<file path="src/rtl/nyan_song_sequencer.sv">
// Chiptune song sequencer: counts frame ticks into beats, fetches each beat's notes
// from the song ROM and runs the melody/bass volume envelopes.
module nyan_song_sequencer #(
  parameter int SONG_LEN       = 288,
  parameter int TICKS_PER_BEAT = 6,
  parameter int ADDR_W         = 9,
  parameter int VOL_MAX        = 63,
  parameter int MEL_DECAY_SH   = 3,
  parameter int BASS_DECAY_SH  = 2
) (
  input  logic              clk,
  input  logic              reset,
  input  logic              tick_stb,
  input  logic              run,
  output logic              rom_rd,
  output logic [ADDR_W-1:0] rom_addr,
  input  logic [11:0]       rom_data,
  output logic [ADDR_W-1:0] songpos,
  output logic [2:0]        melody_note,
  output logic [1:0]        melody_oct,
  output logic [2:0]        bass_note,
  output logic [1:0]        bass_oct,
  output logic [5:0]        melody_vol,
  output logic [5:0]        bass_vol,
  output logic              beat_stb,
  output logic              busy
);

  localparam int CTR_W = (TICKS_PER_BEAT > 1) ? $clog2(TICKS_PER_BEAT) : 1;

  typedef enum logic [1:0] {IDLE, FETCH, LATCH} state_t;

  state_t             state;
  logic [CTR_W-1:0]   beat_ctr;
  logic [ADDR_W-1:0]  songpos_next;
  logic               tick;
  logic               last_tick;

  function automatic logic [5:0] mel_decay(input logic [5:0] v);
    return v - (v >> MEL_DECAY_SH);
  endfunction

  function automatic logic [5:0] bass_decay(input logic [5:0] v);
    return v - (v >> BASS_DECAY_SH);
  endfunction

  assign tick         = tick_stb & run;
  assign last_tick    = (beat_ctr == CTR_W'(TICKS_PER_BEAT - 1));
  assign songpos_next = (songpos == ADDR_W'(SONG_LEN - 1)) ? '0 : songpos + 1'b1;

  always_ff @(posedge clk) begin
    if (reset) begin
      state       <= IDLE;
      beat_ctr    <= '0;
      songpos     <= ADDR_W'(SONG_LEN - 1);
      rom_rd      <= 1'b0;
      rom_addr    <= '0;
      melody_note <= '0;
      melody_oct  <= '0;
      bass_note   <= '0;
      bass_oct    <= '0;
      melody_vol  <= '0;
      bass_vol    <= '0;
      beat_stb    <= 1'b0;
      busy        <= 1'b0;
    end else begin
      rom_rd   <= 1'b0;
      beat_stb <= 1'b0;
      case (state)
        IDLE: begin
          if (tick) begin
            if (last_tick) begin
              // Beat tick: start the ROM read; envelopes hold until the trigger lands.
              beat_ctr <= '0;
              rom_addr <= songpos_next;
              rom_rd   <= 1'b1;
              busy     <= 1'b1;
              state    <= FETCH;
            end else begin
              beat_ctr   <= beat_ctr + 1'b1;
              melody_vol <= mel_decay(melody_vol);
              bass_vol   <= bass_decay(bass_vol);
            end
          end
        end
        FETCH: state <= LATCH;
        LATCH: begin
          songpos     <= rom_addr;
          melody_oct  <= rom_data[10:9];
          melody_note <= rom_data[8:6];
          bass_oct    <= rom_data[4:3];
          bass_note   <= rom_data[2:0];
          if (rom_data[11]) melody_vol <= 6'(VOL_MAX);
          if (rom_data[5])  bass_vol   <= 6'(VOL_MAX);
          beat_stb    <= 1'b1;
          busy        <= 1'b0;
          state       <= IDLE;
        end
        default: begin
          busy  <= 1'b0;
          state <= IDLE;
        end
      endcase
    end
  end

endmodule
</file>
<file path="config.mk">
export PLATFORM = sky130hd
export DESIGN_NAME = nyan_song_sequencer
export DESIGN_NICKNAME = d
export VERILOG_FILES = /design/src/rtl/nyan_song_sequencer.sv
export SDC_FILE = /design/constraint.sdc
export NUM_CORES = 1
export LEC_CHECK = 0
export CORE_ASPECT_RATIO = 0.5
export CORE_MARGIN = 2
export CORE_UTILIZATION = 45
export CTS_CLUSTER_SIZE = 10
export DETAILED_ROUTE_END_ITERATION = 12
export GPL_ROUTABILITY_DRIVEN = 0
export HOLD_SLACK_MARGIN = 0.06
export PLACE_DENSITY = 0.83
export SLEW_MARGIN = 20
export SYNTH_ARGS = -nofsm -noshare
export SYNTH_HDL_FRONTEND = slang
export SYNTH_SLANG_ARGS = --single-unit
</file>
<file path="constraint.sdc">
create_clock -name clk -period 2.25 [get_ports clk]
set_input_delay 0.5625 -clock clk [delete_from_list [all_inputs] [get_ports clk]]
set_output_delay 0.5625 -clock clk [all_outputs]
set_load 0.01 [all_outputs]
</file>
* After elaboration in Yosys (flattened, before gate mapping)
Cells that the tools add are included.
** Storage, ports and cells
- Register bits after elaboration :: 48
- Input bits :: 16
- Output and inout port bits :: 43
- Logic and storage cells :: 57
** Operators by class
- Add/subtract/negate cells :: 4
- Equal/unequal tests :: 9
- Muxes and demuxes :: 18
- Bitwise gates (word level) :: 4
- Reduce and logical (&&, ||, !) cells :: 9
** Operator list (count)
- 2-to-1 mux 6 bit :: 6
- case mux 6 bit (2 select lines) :: 2
- != test 2 bit (second input constant) :: 5
- adder 9 x 1 -> 9 bit (second input constant) :: 1
- == test 9 bit (second input constant) :: 1
- 2-to-1 mux 9 bit :: 1
- AND reduction 4 bit :: 2
- AND reduction 3 bit :: 2
- subtractor 6 x 3 -> 6 bit :: 1
- subtractor 6 x 4 -> 6 bit :: 1
- 2-to-1 mux 1 bit :: 4
- 2-to-1 mux 2 bit :: 2
- case mux 2 bit (2 select lines) :: 1
- AND reduction 2 bit :: 2
- adder 3 x 1 -> 3 bit (second input constant) :: 1
- == test 3 bit (second input constant) :: 1
- 2-to-1 mux 3 bit :: 1
- inverter 1 bit :: 3
- OR reduction 3 bit :: 1
- == test 2 x 1 -> 1 bit (second input constant) :: 1
- == test 2 bit (second input constant) :: 1
- logical NOT 2 bit :: 1
- case mux 1 bit (2 select lines) :: 1
- nonzero test 2 bit :: 1
- AND 1 bit :: 1

* Depth between registers and ports, before layout
Gate-level depths: netlist (run 1).
- Depth after elaboration :: 4
- Mapped depth :: 8
- Mapped depth without buffers :: 8

* Worst setup path after synthesis (run 1)
OpenSTA, ideal clock, no wires.
- Path kind :: register -> register
- From :: register bass_vol[2]
- To :: register bass_vol[4]
- Arrival :: 1.817 ns
- Path slack :: 0.300 ns
- Stages on the path, launching flop included :: 8
- Buffers on the path :: 0
- Period minus slack after synthesis :: 1.950 ns
- Path through :: dfxtp_1 -> ha_1 -> inv_1 -> fa_1 -> a21o_1 -> a2111oi_1 -> xnor2_1 -> a21oi_1
** On the way
- Longest elaborated chain between the ends :: 4
** Ends and longest elaborated chain
- from (decl) :: RTL line 24 : output logic [5:0] bass_vol,
- from (signal assigned) :: RTL line 82 : bass_vol <= bass_decay(bass_vol);
- from (signal assigned) :: RTL line 94 : if (rom_data[5]) bass_vol <= 6'(VOL_MAX);
- subtractor 6 x 4 -> 6 bit :: RTL line 44 : return v - (v >> BASS_DECAY_SH);
- 2-to-1 mux 6 bit :: RTL line 72 : if (last_tick) begin
- 2-to-1 mux 6 bit :: RTL line 71 : if (tick) begin
- case mux 6 bit (2 select lines) :: RTL line 69 : case (state)
No other way between the ends. The select of a mux whose other input is x is not followed.
A chain may end at the register's enable or synchronous reset.

* Worst setup path after layout (run 1)
Ends and elaborated chain as after synthesis.

==> results by group, run 1 <==
Synth
  – Post-Syn Area: 2166 µm²
  – Count leader, synth: nand2_1
  – Synth area leader: dfxtp_1
  – Syn_area_per_cell: 8.427 µm²
  – Mapped Cells: between 200 and 300
  – Synthesized flop and latch total: 48
  – Most frequent cells after synthesis: 55 x nand2_1, 48 x dfxtp_1, 28 x a21oi_1
  – Post-synth EDFFs: 0
  – Seq/Total Area, Yosys: 44.37%
  – Top cells by area, synth: dfxtp_1 44%, nand2_1 9.5%, a21oi_1 6.5%
  – Post-synth ARST share: 0%
  – Top FF cell, synth: dfxtp_1
  – Distinct cell type count after synthesis: 39
  – Yosys top cell area share: roughly 44%
  – Synth warnings: 0
  – Syn Nets: around 280

Timing
  – Fin Hold WS: 0.4552 ns
  – Skew final: 0.002891 ns
  – # setup viols final: 0
  – Least-Margin Pin Slew: 0.8104 ns
  – Final worst-path cycle share: between 90 and 100%
  – Hold Fails Final Rpt: 0
  – Slew headroom: between 40% and 50%
  – Period minus WS final: 2.030 ns
  – Final setup TNS: 0 ns
  – Fmax: approximately 500 MHz
  – Unrepaired setup endpoints after global routing: false
  – Final Max Slew Viols: 0

Hold path
  – Hold WC Path Type: register to register
  – WHS Endpoint: melody_note[1]$_SDFFE_PP0N_
  – Cells on Worst Hold Path: 2
  – Beginning of the worst hold path: melody_note[1]$_SDFFE_PP0N_

Floorplan
  – Die ar.: 5417 µm²
  – Initial Util: 48.03%
  – Core area: approximately 4500 µm²
  – Cell Rows: 17
  – I/O pin cnt: 59
  – Die Y: between 50 and 60 µm
  – Die X: 102.1 µm

Power
  – Logic gate share of total power: 16.1%
  – Clock power frac: between 20% and 30%
  – Power, Total: 1.658 mW
  – Power density over the cells: 569.2 nW/µm²
  – P_sw: 433.6 µW
  – Internal Pwr Total: 1.224 mW
  – Lkg Pwr: 1.055 nW
  – Max VDD drop: roughly 0.00025 V
  – Switching Fraction: 26.15%
  – Sequential Power Share: 54.0%

Job
  – Max-Cap Viols: 0

Global route
  – Largest net degree at the start of global routing: between 40 and 50
  – GRT overflow: 0
  – Number of global-route vias before repair: ~2000
  – Initial antenna violation count: 0
  – First-pass GRT wire length: approximately 8700 µm
  – Total Routing Usage GR: 20.61%

Drt
  – DR WL/cell: 13.25 µm
  – Antenna violation net count after detailed routing: 0
  – DRT iter0 DRCs: 38
  – Remaining DRCs: 0
  – M1 wire length: around 2300 µm
  – Met3 wire length: 146 µm
  – Vias post-DR: slightly below 2000
  – Top layer in use: met4
  – Routed wl met2: 2521 µm
  – Post-DR vias/cell: 5.178
  – Drt total wl: 5049 µm
  – TritonRoute pass-1 iters: 4

Setup path
  – Critical-path cell list: ha_1 -> inv_1 -> fa_1 -> a21o_1 -> a2111oi_1 -> xnor2_1 -> a21oi_1
  – CP endpoint kind: register
  – Worst R2R Path Depth: 7
  – Critical Path RT: 2.44 ns
  – Critical Path Max Stage Delay: about 0.45 ns
  – CP Launch Type: register
  – WS Path Type: register to register
  – Worst EP arrival: around 2.2 ns
  – Max Fanout on Critical Path: 4
  – Cell family with most CP delay: compound AO/OA/AOI/OAI gates
  – R2R Path Start: bass_vol[2]$_SDFFE_PP0P_
  – Worst path bufs/invs: 1
  – R2r endpoint: bass_vol[4]$_SDFFE_PP0P_
  – R2r setup slk: 0.22 ns
  – Slowest cell on the critical path: a2111oi_1

Cells and area
  – Fraction of layout cells with a size suffix above 1: 5.079%
  – Layout Nets: between 300 and 400
  – Fillers: ~400
  – N_diodes: 0
  – P&R area growth vs syn: 34.49%

Place
  – Final HPWL DP: 3629 µm
  – Port buffer count: 58

Status
  – Outcome: completed

Clock network
  – Post-cts resize count: 0
  – Cts hold-fix bufs: 0
  – CTS tree: built
  – Inserted Clock Buffers: 5
  – Root buf cell: clkbuf_8
  – CTS max path bufs: 2
  – Clk Latency, worst-skew pair: approximately 0.3 ns
  – Postcts setup bufs: 0
  – CTS sink cnt: 48
  – CTS H-tree lvls: 2
  – Clock-pin slew on the worst setup and hold paths: 0.08 ns
==> worst reg2reg max path, stage by stage, from the launching register on <==
cell,delay [ns]
dfxtp_1,0.40
ha_1,0.21
inv_1,0.06
fa_1,0.39
a21o_1,0.17
a2111oi_1,0.45
xnor2_1,0.17
a21oi_1,0.08
==> state kept, by name, indices dropped and copies added, names as in the netlist <==
signal       flops
rom_addr         9
songpos          9
bass_vol         6
melody_vol       6
bass_note        3
beat_ctr         3
melody_note      3
bass_oct         2
melody_oct       2
state            2
beat_stb         1
busy             1
rom_rd           1
==> layout by cell type (no fill, tap or decap), drive strengths merged, types with 2 or more instances in the layout <==
cell type,n
clkbuf,5
ha,8
a31oi,3
nand4,4
a21oi,28
fa,2
inv,9
xnor2,9
nand3,6
xor2,3
buf,6
clkdlybuf4s50,58
nor2,16
and3,2
nand3b,9
a211oi,9
nor3,9
dfxtp,48
nand2b,3
nand2,56
nor3b,3
==> kinds of logic after synthesis <==
group                    Yosys count  synth area share (%)
XOR/XNOR                          12                 4.853
adder cells (fa/ha/maj)           10                 6.471
AO/OA/AOI/OAI                     47                 13.00
multiplexers                       1                0.5199
buffers and inverters             22                 4.102
AND/OR/NAND/NOR                  117                 26.69
flip-flops                        48                 44.37
==> power by group through the flow <==
stage / logic (mW) / clock network, mW / registers [mW]
2_1_floorplan: 0.158 / 0 / 0.918
3_3_place_gp: 0.257 / 0 / 0.912
3_5_place_dp: 0.264 / 0 / 0.914
4_1_cts: 0.265 / 0.509 / 0.894
5_1_grt: 0.297 / 0.536 / 0.899
6_report: 0.267 / 0.496 / 0.895
==> how the worst max path moves through the flow <==
stage                                  start                        to  cells after the start
floorplan           bass_vol[2]$_SDFFE_PP0P_  bass_vol[4]$_SDFFE_PP0P_                      7
global placement                    tick_stb  bass_vol[5]$_SDFFE_PP0P_                      5
detailed placement                  tick_stb  bass_vol[5]$_SDFFE_PP0P_                      5
CTS                 bass_vol[2]$_SDFFE_PP0P_  bass_vol[4]$_SDFFE_PP0P_                      7
global route        bass_vol[2]$_SDFFE_PP0P_  bass_vol[4]$_SDFFE_PP0P_                      7
finish              bass_vol[2]$_SDFFE_PP0P_  bass_vol[4]$_SDFFE_PP0P_                      7
==> cell type report <==
| type | instances | area (µm²) | share of cell area [%] |
|---|---|---|---|
| Inverter | 9 | 33.78 | 1.160 |
| Timing Repair Buffer | 64 | 638.1 | 21.91 |
| Multi-Input combinational cell | 187 | 1116 | 38.32 |
| Clock buffer | 5 | 68.82 | 2.363 |
| Clock inverter | 2 | 12.51 | 0.4296 |
| Sequential cell | 48 | 960.9 | 32.99 |
| Tap cell | 66 | 82.58 | 2.835 |
==> metal layers <==
| metal | track usage, % | vias up |
|---|---|---|
| li1 | - | 995 |
| met1 | 23.97 | 937 |
| met2 | 38.05 | 32 |
| met3 | 4.227 | 9 |
| met4 | 7.778 | 0 |
| met5 | 0 | - |
==> metrics by stage <==
step                      util, %  setup slack [ns]  std cells  area (µm²)
final                       64.59            0.2201        381        2913
after global routing        64.59           0.04505        381        2913
after floorplan                 -            0.3004        257        2166
after CTS                   64.59            0.2049        381        2913
after global placement      62.79            0.1307        374        2831
after detailed placement    62.79            0.1066        374        2831
Note: power is estimated with default switching activity, not from simulation.
==> run 2, diff against run 1 <==
--- a/config.mk
+++ b/config.mk
@@ -7,2 +7,3 @@
 export LEC_CHECK = 0
+export ABC_AREA = 1
 export CORE_ASPECT_RATIO = 0.5
==> constraint.sdc (replaced) <==
create_clock -name clk -period 2.25 [get_ports clk]
set_input_delay 0.3375 -clock clk [delete_from_list [all_inputs] [get_ports clk]]
set_output_delay 0.3375 -clock clk [all_outputs]
set_load 0.01 [all_outputs]
==> results by group, run 2 <==
Power
  – Max VDD drop: roughly 0.00029 V
  – Power, Total: 1.751 mW
  – Lkg Pwr: 1.258 nW
  – Power density over the cells: 587.9 nW/µm²

Floorplan
  – Initial Util: 46.12%
  – Die Y: 53.82 µm
  – Die ar.: 5577 µm²
  – Core area: about 4800 µm²
  – Die X: 103.6 µm
  – I/O pin cnt: 59
  – Cell Rows: 18

Synth
  – Top FF cell, synth: dfxtp_1
  – Synth area leader: dfxtp_1
  – Post-synth ARST share: 0%
  – Yosys top cell area share: 43.03%
  – Count leader, synth: nand2_1
  – Mapped Cells: 293
  – Top cells by area, synth: dfxtp_1 43%, nand2_1 8.4%, nor2_1 6.9%
  – Post-Syn Area: between 2000 and 2500 µm²
  – Most frequent cells after synthesis: 50 x nand2_1, 48 x dfxtp_1, 41 x nor2_1
  – Distinct cell type count after synthesis: 31
  – Syn Nets: 319
  – Post-synth EDFFs: 0
  – Syn_area_per_cell: approximately 7.6 µm²
  – Seq/Total Area, Yosys: 43.03%
  – Synth warnings: 0
  – Synthesized flop and latch total: 48

Drt
  – Antenna violation net count after detailed routing: 0
  – Post-DR vias/cell: between 5 and 6
  – TritonRoute pass-1 iters: 4
  – Vias post-DR: 2117
  – DR WL/cell: 12.65 µm
  – Remaining DRCs: 0
  – DRT iter0 DRCs: 64
  – Drt total wl: 5349 µm

Timing
  – Post-route setup slack: 0.5754 ns
  – Hold Fails Final Rpt: 0
  – # setup viols final: 0
  – Unrepaired setup endpoints after global routing: false
  – Final worst-path cycle share: roughly 74%
  – Slew headroom: 56.04%
  – Final setup TNS: 0 ns
  – Period minus WS final: ~1.7 ns
  – Fmax: between 500 and 600 MHz
  – Least-Margin Pin Slew: 0.6586 ns
  – Final Max Slew Viols: 0
  – Skew final: roughly 0.0096 ns

Cells and area
  – N_diodes: 0
  – Most frequent cells in the layout: 58 x clkdlybuf4s50_1, 50 x nand2_1, 48 x dfxtp_1, 41 x nor2_1, 28 x inv_1
  – Fraction of layout cells with a size suffix above 1: 7.932%
  – Reg area: 960.9 µm²
  – Largest registers: rom_addr x9, songpos x9
  – Layout Nets: between 300 and 400
  – Fillers: 420
  – Most common cell after layout, fill and taps aside: clkdlybuf4s50_1
  – Post-route cell area: 2978 µm²
  – Area of the multi-input gates: 1097 µm²
  – P&R area growth vs syn: 33.33%

Global route
  – Number of global-route vias before repair: 2007
  – Initial antenna violation count: 0
  – Total Routing Usage GR: between 10% and 20%
  – Largest net degree at the start of global routing: 22
  – GRT overflow: 0
  – First-pass GRT wire length: between 8000 and 9000 µm

Setup path
  – WS Path Type: register to register
  – Worst EP arrival: 1.87 ns
  – CP Launch Type: register
  – CP endpoint kind: register
  – Max Fanout on Critical Path: 5
  – Critical Path RT: 2.45 ns

Clock network
  – Clk Latency, worst-skew pair: 0.31 ns
  – Postcts setup bufs: 0
  – Inserted Clock Buffers: 5
  – CTS sink cnt: 48
  – Root buf cell: clkbuf_8
  – Clock-pin slew on the worst setup and hold paths: 0.09 ns
  – Post-cts resize count: 0
  – CTS H-tree lvls: 2
  – CTS tree: built
  – CTS max path bufs: 2
  – Cts hold-fix bufs: 0

Place
  – Port buffer count: 58
  – Worst slack, placed: 0.5528 ns
  – Cell Area, Placed: 2880 µm²
  – Final HPWL DP: 3957 µm

Status
  – Outcome: completed

Job
  – Max-Cap Viols: 0

Hold path
  – Hold WC Path Type: register to register
run 2: worst paths after layout:
check,start,end,slack [ns],cells after the start
hold / removal,rom_addr[8]$_SDFFE_PP0P_,rom_addr[8]$_SDFFE_PP0P_,0.49,2
hold reg to reg,rom_addr[8]$_SDFFE_PP0P_,rom_addr[8]$_SDFFE_PP0P_,0.49,2
setup / recovery,melody_vol[3]$_SDFFE_PP0P_,melody_vol[4]$_SDFFE_PP0P_,0.58,9
setup reg to reg,melody_vol[3]$_SDFFE_PP0P_,melody_vol[4]$_SDFFE_PP0P_,0.58,9
run 2: per-stage QoR:
step	hold WS, ns	util (%)	std cells
CTS	0.4882	61.50	423
global placement	0.4679	59.48	415
global route	0.5195	61.50	423
detailed placement	0.4734	59.48	415
floorplan	0.4094	-	293
finish	0.4902	61.50	423
run 2: power breakdown:
| group | leakage (nW) | internal, mW | switching [mW] |
|---|---|---|---|
| clock | 0.0434 | 0.249 | 0.298 |
| combinational | 0.826 | 0.146 | 0.164 |
| sequential | 0.389 | 0.870 | 0.0243 |
run 2: area by class of cell:
| class | instances | area share, % |
|---|---|---|
| Clock buffer | 6 | 2.773 |
| Clock inverter | 2 | 0.5042 |
| Inverter | 33 | 4.412 |
| Multi-Input combinational cell | 203 | 36.85 |
| Sequential cell | 48 | 32.27 |
| Tap cell | 70 | 2.941 |
| Timing Repair Buffer | 61 | 20.25 |
run 2: kinds of logic after synthesis:
kind of cell | Yosys count | synth area share (%)
flops | 48 | 43.03
xor+xnor | 4 | 1.569
buf+inv | 42 | 7.843
compound gates | 55 | 13.28
simple gates | 134 | 28.01
fa+ha+maj | 10 | 6.275
run 2: routing by layer:
layer / track usage [%] / vias up / routed length [µm]
li1: - / 1076 / -
met1: 21.72 / 972 / 2310
met2: 38.63 / 63 / 2661
met3: 5.448 / 6 / 317
met4: 7.432 / 0 / 59
met5: 0 / - / 0
run 2: critical path, cell delays in order (launching register included):
cell and delay (ns):
dfxtp_1 0.41, ha_1 0.17, inv_1 0.07, fa_1 0.41, nand3_1 0.14, nand3_1 0.08
nand2_1 0.06, nand3_1 0.07, nand2_1 0.09, a21oi_1 0.06
==> run 3, diff against run 2 <==
- clock period: 2.25 -> 1.7 ns (I/O delays scaled with it)
==> results by group, run 3 (same netlist as run 2, synthesis figures left out) <==
Cells and area
  – Layout Nets: 380
  – N_diodes: 0
  – Post-route cell area: 3028 µm²
  – Most common cell after layout, fill and taps aside: clkdlybuf4s50_1
  – Most frequent cells in the layout: 58 x clkdlybuf4s50_1, 50 x nand2_1, 46 x dfxtp_1, 40 x nor2_1, 28 x inv_1
  – Final Util: a little over three fifths
  – Largest registers: rom_addr x9, songpos x9
  – Fraction of layout cells with a size suffix above 1: under 10%
  – P&R area growth vs syn: 35.57%
  – Layout Cells excl Fill: 425

Setup path
  – CP endpoint kind: output port
  – Worst path bufs/invs: 1
  – Cell family with most CP delay: buffers and inverters
  – Critical Path Max Stage Delay: 0.59 ns
  – Critical-path cell list: clkdlybuf4s50_1
  – CP Launch Type: register
  – Worst EP arrival: 1.31 ns
  – R2r setup slk: 0.14 ns
  – Max Fanout on Critical Path: 4
  – Critical Path RT: 1.44 ns
  – Slowest cell on the critical path: clkdlybuf4s50_1
  – WS Path Type: register to output port

Power
  – Power density over the cells: 805.7 nW/µm²
  – Max VDD drop: ~0.00034 V
  – Power, Total: 2.440 mW
  – Lkg Pwr: around 1.3 nW

Timing
  – # setup viols final: 0
  – Skew final: 0.005609 ns
  – Period minus WS final: 1.570 ns
  – Final Max Slew Viols: 0
  – Fmax: 637.0 MHz
  – Least-Margin Pin Slew: 0.7043 ns
  – Post-route setup slack: 0.1303 ns
  – Slew headroom: 52.99%
  – Unrepaired setup endpoints after global routing: false
  – Final setup TNS: 0 ns
  – Hold Fails Final Rpt: 0
  – Final worst-path cycle share: 92.34%
  – Fin Hold WS: roughly 0.49 ns

Clock network
  – CTS H-tree lvls: 2
  – Clk Latency, worst-skew pair: roughly 0.3 ns
  – Cts hold-fix bufs: 0
  – CTS tree: built
  – CTS max path bufs: 2
  – Root buf cell: clkbuf_8
  – Clock-pin slew on the worst setup and hold paths: 0.09 ns
  – CTS sink cnt: 48
  – Inserted Clock Buffers: 5
  – Postcts setup bufs: 0

Floorplan
  – Initial Util: 46.12%
  – I/O pin cnt: 59
  – Die ar.: 5577 µm²
  – Core area: 4842 µm²
  – Die X: 103.6 µm
  – Cell Rows: 18
  – Die Y: 53.82 µm

Hold path
  – Hold WC Path Type: register to register

Drt
  – Antenna violation net count after detailed routing: 0
  – TritonRoute pass-1 iters: 4
  – Met3 wire length: 246 µm
  – Top layer in use: met4
  – Remaining DRCs: 0
  – Post-DR vias/cell: between 5 and 6
  – Routed wl met2: 2900 µm
  – DRT iter0 DRCs: 93
  – Drt total wl: ~5600 µm
  – DR WL/cell: 13.23 µm
  – M1 wire length: 2456 µm
  – Vias post-DR: 2137

Place
  – Post-Place Cells: around 420
  – Worst slack, placed: 0.02396 ns
  – Cell Area, Placed: 2895 µm²
  – Final HPWL DP: 4093 µm
  – Port buffer count: 58

Global route
  – Largest net degree at the start of global routing: 22
  – Initial antenna violation count: 0
  – GRT overflow: 0
  – Total Routing Usage GR: 20.71%
  – Number of global-route vias before repair: slightly above 2000
  – First-pass GRT wire length: ~9000 µm

Job
  – Max-Cap Viols: 0

Status
  – Outcome: completed
-- run 3: path summary, 6_finish.rpt --
path,start,end,cells after the start
worst max-delay path,melody_vol[1]$_SDFFE_PP0P_,melody_vol[1],1
worst min-delay path,rom_addr[4]$_SDFFE_PP0P_,rom_addr[4]$_SDFFE_PP0P_,2
worst max register to register,melody_vol[0]$_SDFFE_PP0P_,melody_vol[4]$_SDFFE_PP0P_,10
worst min register to register,rom_addr[4]$_SDFFE_PP0P_,rom_addr[4]$_SDFFE_PP0P_,2
-- run 3: report_power, final --
part | total [mW] | switching, mW | internal [mW]
Combinational | 0.429 | 0.227 | 0.202
Clock | 0.828 | 0.385 | 0.443
Sequential | 1.18 | 0.0298 | 1.15
Total | 2.44 | 0.642 | 1.80
-- run 3: layer usage --
layer,global-route usage [%],vias up
met2,40.40,48
met5,0,-
met1,23.72,1006
met3,5.206,2
met4,5.405,0
li1,-,1081
-- run 3: repair_timing --
action,CTS,global route
resized for setup,1,6
endpoints found under the hold margin,0,0
endpoints found under the setup margin,1,5
-- run 3: layout make-up --
cell class,count,area (µm²)
Clock buffer,5,68.82
Clock inverter,3,47.55
Fill cell,423,1814
Inverter,33,131.4
Multi-Input combinational cell,203,1109
Sequential cell,48,965.9
Tap cell,70,87.58
Timing Repair Buffer,63,618.1
==> patch 1 (settings of run 1) <==
The 3 states of `state_t` get a one-hot encoding in 3 bits.
--- a/src/rtl/nyan_song_sequencer.sv
+++ b/src/rtl/nyan_song_sequencer.sv
@@ -28,7 +28,7 @@
 
   localparam int CTR_W = (TICKS_PER_BEAT > 1) ? $clog2(TICKS_PER_BEAT) : 1;
 
-  typedef enum logic [1:0] {IDLE, FETCH, LATCH} state_t;
+  typedef enum logic [2:0] {IDLE = 3'b001, FETCH = 3'b010, LATCH = 3'b100} state_t;
 
   state_t             state;
   logic [CTR_W-1:0]   beat_ctr;
Formal check against the unedited RTL: no difference found for any inputs over 10 cycles, from zero or initial values and one cycle with reset high; not proved beyond that.
==> patch 1 against run 1 <==
Wire length grew 3.8%; critical path depth shrank 1; die area increased by 3.5%; hold slack gained 0.0086 ns; critical endpoint is now rom_addr[3]$_SDFFE_PP0P_; area after synthesis up 3.8%; power rose by 2.4%; setup slack improved by 0.097 ns; highest routed layer unchanged; count of clock-buffer cells in the layout up 1; first-iteration DRC count rose to 3.4 times the old value; global-route usage down 2.1 points; sequential share of layout area fell by 0.49 points; sequential cell count increased by 1; final area is 3.6% higher.
==> patch 1: results (changes against run 1) <==
Cells and area
  – Area growth from synthesis to layout: 34.3%
  – Multi-input combinational cell area: 1160 sq um (+4.4%)
  – Fillcell total: 435 (+9.6%)
  – Fin nets: 352 (+3.2%)
  – Final instance count without filler cells: 397 (+4.2%)
  – Final-layout clock-cell area share: 2.86% (+0.069 points)
  – Total of clock buffers placed in the layout: 6 (+1)
  – Multi-Input Combinational: 193 (+3.2%)
  – Buffers excl. clock: 67 (+4.7%)

Placement
  – Placed Cells incl. Taps: 389 (+4.0%)
  – Cell Area, Placed: 2930 sq um (+3.5%)
  – Worst slack, placed: 0.00657 ns (-0.100 ns)
  – HPWL after DPL: 3.80 mm (+4.8%)

Setup path
  – Destination of the critical timing path: rom_addr[3]$_SDFFE_PP0P_
  – Maximum fanout along the worst path: 6 (+2)
  – Startpoint of the worst-slack reg-to-reg timing path: melody_vol[3]$_SDFFE_PP0P_
  – Worst EP arrival: 2.13 ns (-0.09 ns)
  – Worst R2R End: melody_vol[4]$_SDFFE_PP0P_
  – Kind of start point of the critical path: input pin
  – Register-to-register path setup slack: 0.45 ns (+0.23 ns)
  – Slowest stage cell on the critical path: sky130_fd_sc_hd__clkdlybuf4s50_1
  – Cell family contributing the most delay on the critical path: simple AND/OR/NAND/NOR gates
  – Peak per-stage delay on the critical path: 0.52 ns (+0.07 ns)

Global routing
  – Vias in the first global route: 1930 (-1.2%)
  – Global-route wire length before repair: 8.40 mm (-3.3%)
  – Routing usage on met2: 33.2% (-4.8 points)

Synth
  – Syn nets: 293 (+3.5%)
  – Xor-xnor portion of the synthesized cell area: 4.68% (-0.18 points)
  – Post-synthesis adder-cell area fraction: 6.24% (-0.23 points)
  – Synth cell count leaders: sky130_fd_sc_hd__nand2_1, sky130_fd_sc_hd__dfxtp_1, sky130_fd_sc_hd__a21oi_1
  – Sequential cell area fraction in the yosys report: 43.7% (-0.71 points)

Detailed routing
  – Metal-1 WL: 2.34 mm (+1.7%)
  – Total Wirelength: 5.24 mm (+3.8%)
  – Initial drt markers: 129 (+240%)
  – Detailed-routed wire length on met3: 358 microns (+150%)
  – Met2 wirelength from detailed routing: 2.50 mm (-0.79%)
  – Per-cell via count in the routed design: 5.25 (+1.4%)

Timing
  – Final setup skew: 0.00993 ns (+0.00704 ns)

Pwr
  – Net switching fraction of the power: 26.1% (-0.099 points)

Status
  – Run status: finished clean
[patch 1: cell types whose count changed after synthesis, moves of 2 or more]
| cell | change |
|---|---|
| sky130_fd_sc_hd__nor3_1 | +2 |
| sky130_fd_sc_hd__nand3b_1 | -3 |
| sky130_fd_sc_hd__a31oi_1 | -2 |
| sky130_fd_sc_hd__a21oi_1 | -5 |
| sky130_fd_sc_hd__nand4_1 | -4 |
| sky130_fd_sc_hd__xnor2_1 | -3 |
| sky130_fd_sc_hd__xor2_1 | +3 |
| sky130_fd_sc_hd__o21ai_0 | +3 |
| sky130_fd_sc_hd__a311oi_1 | +2 |
| sky130_fd_sc_hd__buf_2 | +2 |
| sky130_fd_sc_hd__nor4_1 | +3 |
| sky130_fd_sc_hd__nor3b_1 | -2 |
| sky130_fd_sc_hd__a2bb2oi_1 | +3 |
| sky130_fd_sc_hd__nor2_1 | +6 |
[patch 1: worst min path at each step]
stage	start	slack, ns	end	cells past startpoint
2_1_floorplan	beat_ctr[2]$_SDFFE_PP0N_	0.46	beat_ctr[2]$_SDFFE_PP0N_	2
4_1_cts	melody_note[0]$_SDFFE_PP0P_	0.46	melody_note[0]$_SDFFE_PP0P_	2
5_1_grt	bass_oct[0]$_SDFFE_PP0P_	0.48	bass_oct[0]$_SDFFE_PP0P_	2
3_3_place_gp	melody_note[0]$_SDFFE_PP0P_	0.44	melody_note[0]$_SDFFE_PP0P_	2
6_report	melody_note[0]$_SDFFE_PP0P_	0.46	melody_note[0]$_SDFFE_PP0P_	2
3_5_place_dp	melody_note[2]$_SDFFE_PP0P_	0.45	melody_note[2]$_SDFFE_PP0P_	2
==> patch 2 (settings of run 1) <==
Without the edit above. Change the parameter `TICKS_PER_BEAT` from 6 to 3.
--- a/src/rtl/nyan_song_sequencer.sv
+++ b/src/rtl/nyan_song_sequencer.sv
@@ -2,7 +2,7 @@
 // from the song ROM and runs the melody/bass volume envelopes.
 module nyan_song_sequencer #(
   parameter int SONG_LEN       = 288,
-  parameter int TICKS_PER_BEAT = 6,
+  parameter int TICKS_PER_BEAT = 3,
   parameter int ADDR_W         = 9,
   parameter int VOL_MAX        = 63,
   parameter int MEL_DECAY_SH   = 3,
Formal check against the unedited RTL: not equivalent (a bounded check fails within 4 cycles, from zero or initial values and one cycle with reset high).
==> patch 2 against run 1 <==
Final cell count down 3.4%; area after synthesis down 1.6%; sequential power down 2%; setup slack better by 0.061 ns; non-clock buffer count down 1; synthesized cell count down 1.9%; sequential cell count down 1; power up 2.3%; clock power up 7.5%; wire length up 1.9%; final area down 1.2%.
==> patch 2: results (changes against run 1) <==
Status
  – Run status: finished clean

Cells and area
  – Buffers excl. clock: 63 (-1.6%)
  – Final-layout clock-cell area share: 3.18% (+0.38 points)
  – Fillcell total: 362 (-8.8%)
  – Buffer share of cell area: 21.9% (about the same)
  – Share of final-layout standard cells stronger than drive strength 1: 5.79% (+0.71 points)
  – Fin nets: 336 (-1.5%)
  – Area growth from synthesis to layout: 34.9%
  – Multi-Input Combinational: 184 (-1.6%)

Setup path
  – Cell family contributing the most delay on the critical path: buffers and inverters
  – Register-to-register path setup slack: 0.44 ns (+0.22 ns)
  – Peak per-stage delay on the critical path: 0.60 ns (+0.15 ns)
  – Slowest stage cell on the critical path: sky130_fd_sc_hd__clkdlybuf4s50_1
  – Worst EP arrival: 1.41 ns (-0.81 ns)

Detailed routing
  – Total Wirelength: 5.15 mm (+1.9%)

Synth
  – Post-synthesis sequential element count: 47 (-2.1%)
  – Xor-xnor portion of the synthesized cell area: 3.70% (-1.2 points)
  – Synth cell count leaders: sky130_fd_sc_hd__nand2_1, sky130_fd_sc_hd__dfxtp_1, sky130_fd_sc_hd__a21oi_1
  – Share of cell area taken by muxes after synthesis: 0.528% (+0.0082 points)
  – Cells after Synth: 252 (-1.9%)
  – Fraction of the mapped netlist area in compound gates: 14.4% (+1.4 points)
  – Syn nets: 278 (-1.8%)
  – Post-synthesis adder-cell area fraction: 6.57% (+0.10 points)
  – Top post-synthesis cells by area: sky130_fd_sc_hd__dfxtp_1, sky130_fd_sc_hd__nand2_1, sky130_fd_sc_hd__a21oi_1, sky130_fd_sc_hd__ha_1, sky130_fd_sc_hd__a211oi_1
  – Sequential cell area fraction in the yosys report: 44.1% (-0.24 points)
  – Post-synthesis instance area: 2130 sq um (-1.6%)

Global routing
  – Grt met1 use: 24.0% (about the same)
  – Vias in the first global route: 1880 (-3.7%)
  – Routing usage on met2: 35.7% (-2.4 points)

Timing
  – Achievable frequency: 0.508 GHz (+3.1%)

Pwr
  – Static Leak: 1.03 nW (-2.4%)
  – Highest ir drop seen on vdd: 0.270 mV (+9.3%)

Placement
  – Placed Cells incl. Taps: 360 (-3.7%)
  – Cell Area, Placed: 2790 sq um (-1.6%)
-- patch 2: cell count changes in the layout (fill, tap and decap cells not counted), sizes merged, moves of 3 or more --
| cell | delta |
|---|---|
| xnor2 | -3 |
| nor2 | +3 |
| a21oi | -6 |
| a211oi | +3 |
| nor4 | +3 |
| nand2 | -7 |
| nor3 | +6 |
| nand4 | -3 |
-- patch 2: where the power goes --
group          internal (mW)  switching [mW]  total [mW]
logic                  0.149           0.134       0.283
registers              0.855          0.0266       0.881
clock network          0.225           0.308       0.533
total                   1.23           0.468        1.70
-- patch 2: final timing paths --
| kind | startpoint | endpoint |
|---|---|---|
| worst min-delay path | melody_note[1]$_SDFFE_PP0N_ | melody_note[1]$_SDFFE_PP0N_ |
| worst min register to register | melody_note[1]$_SDFFE_PP0N_ | melody_note[1]$_SDFFE_PP0N_ |
| worst max-delay path | songpos[5]$_SDFFE_PP0N_ | songpos[5] |
| worst max register to register | melody_vol[3]$_SDFFE_PP0P_ | melody_vol[4]$_SDFFE_PP0P_ |
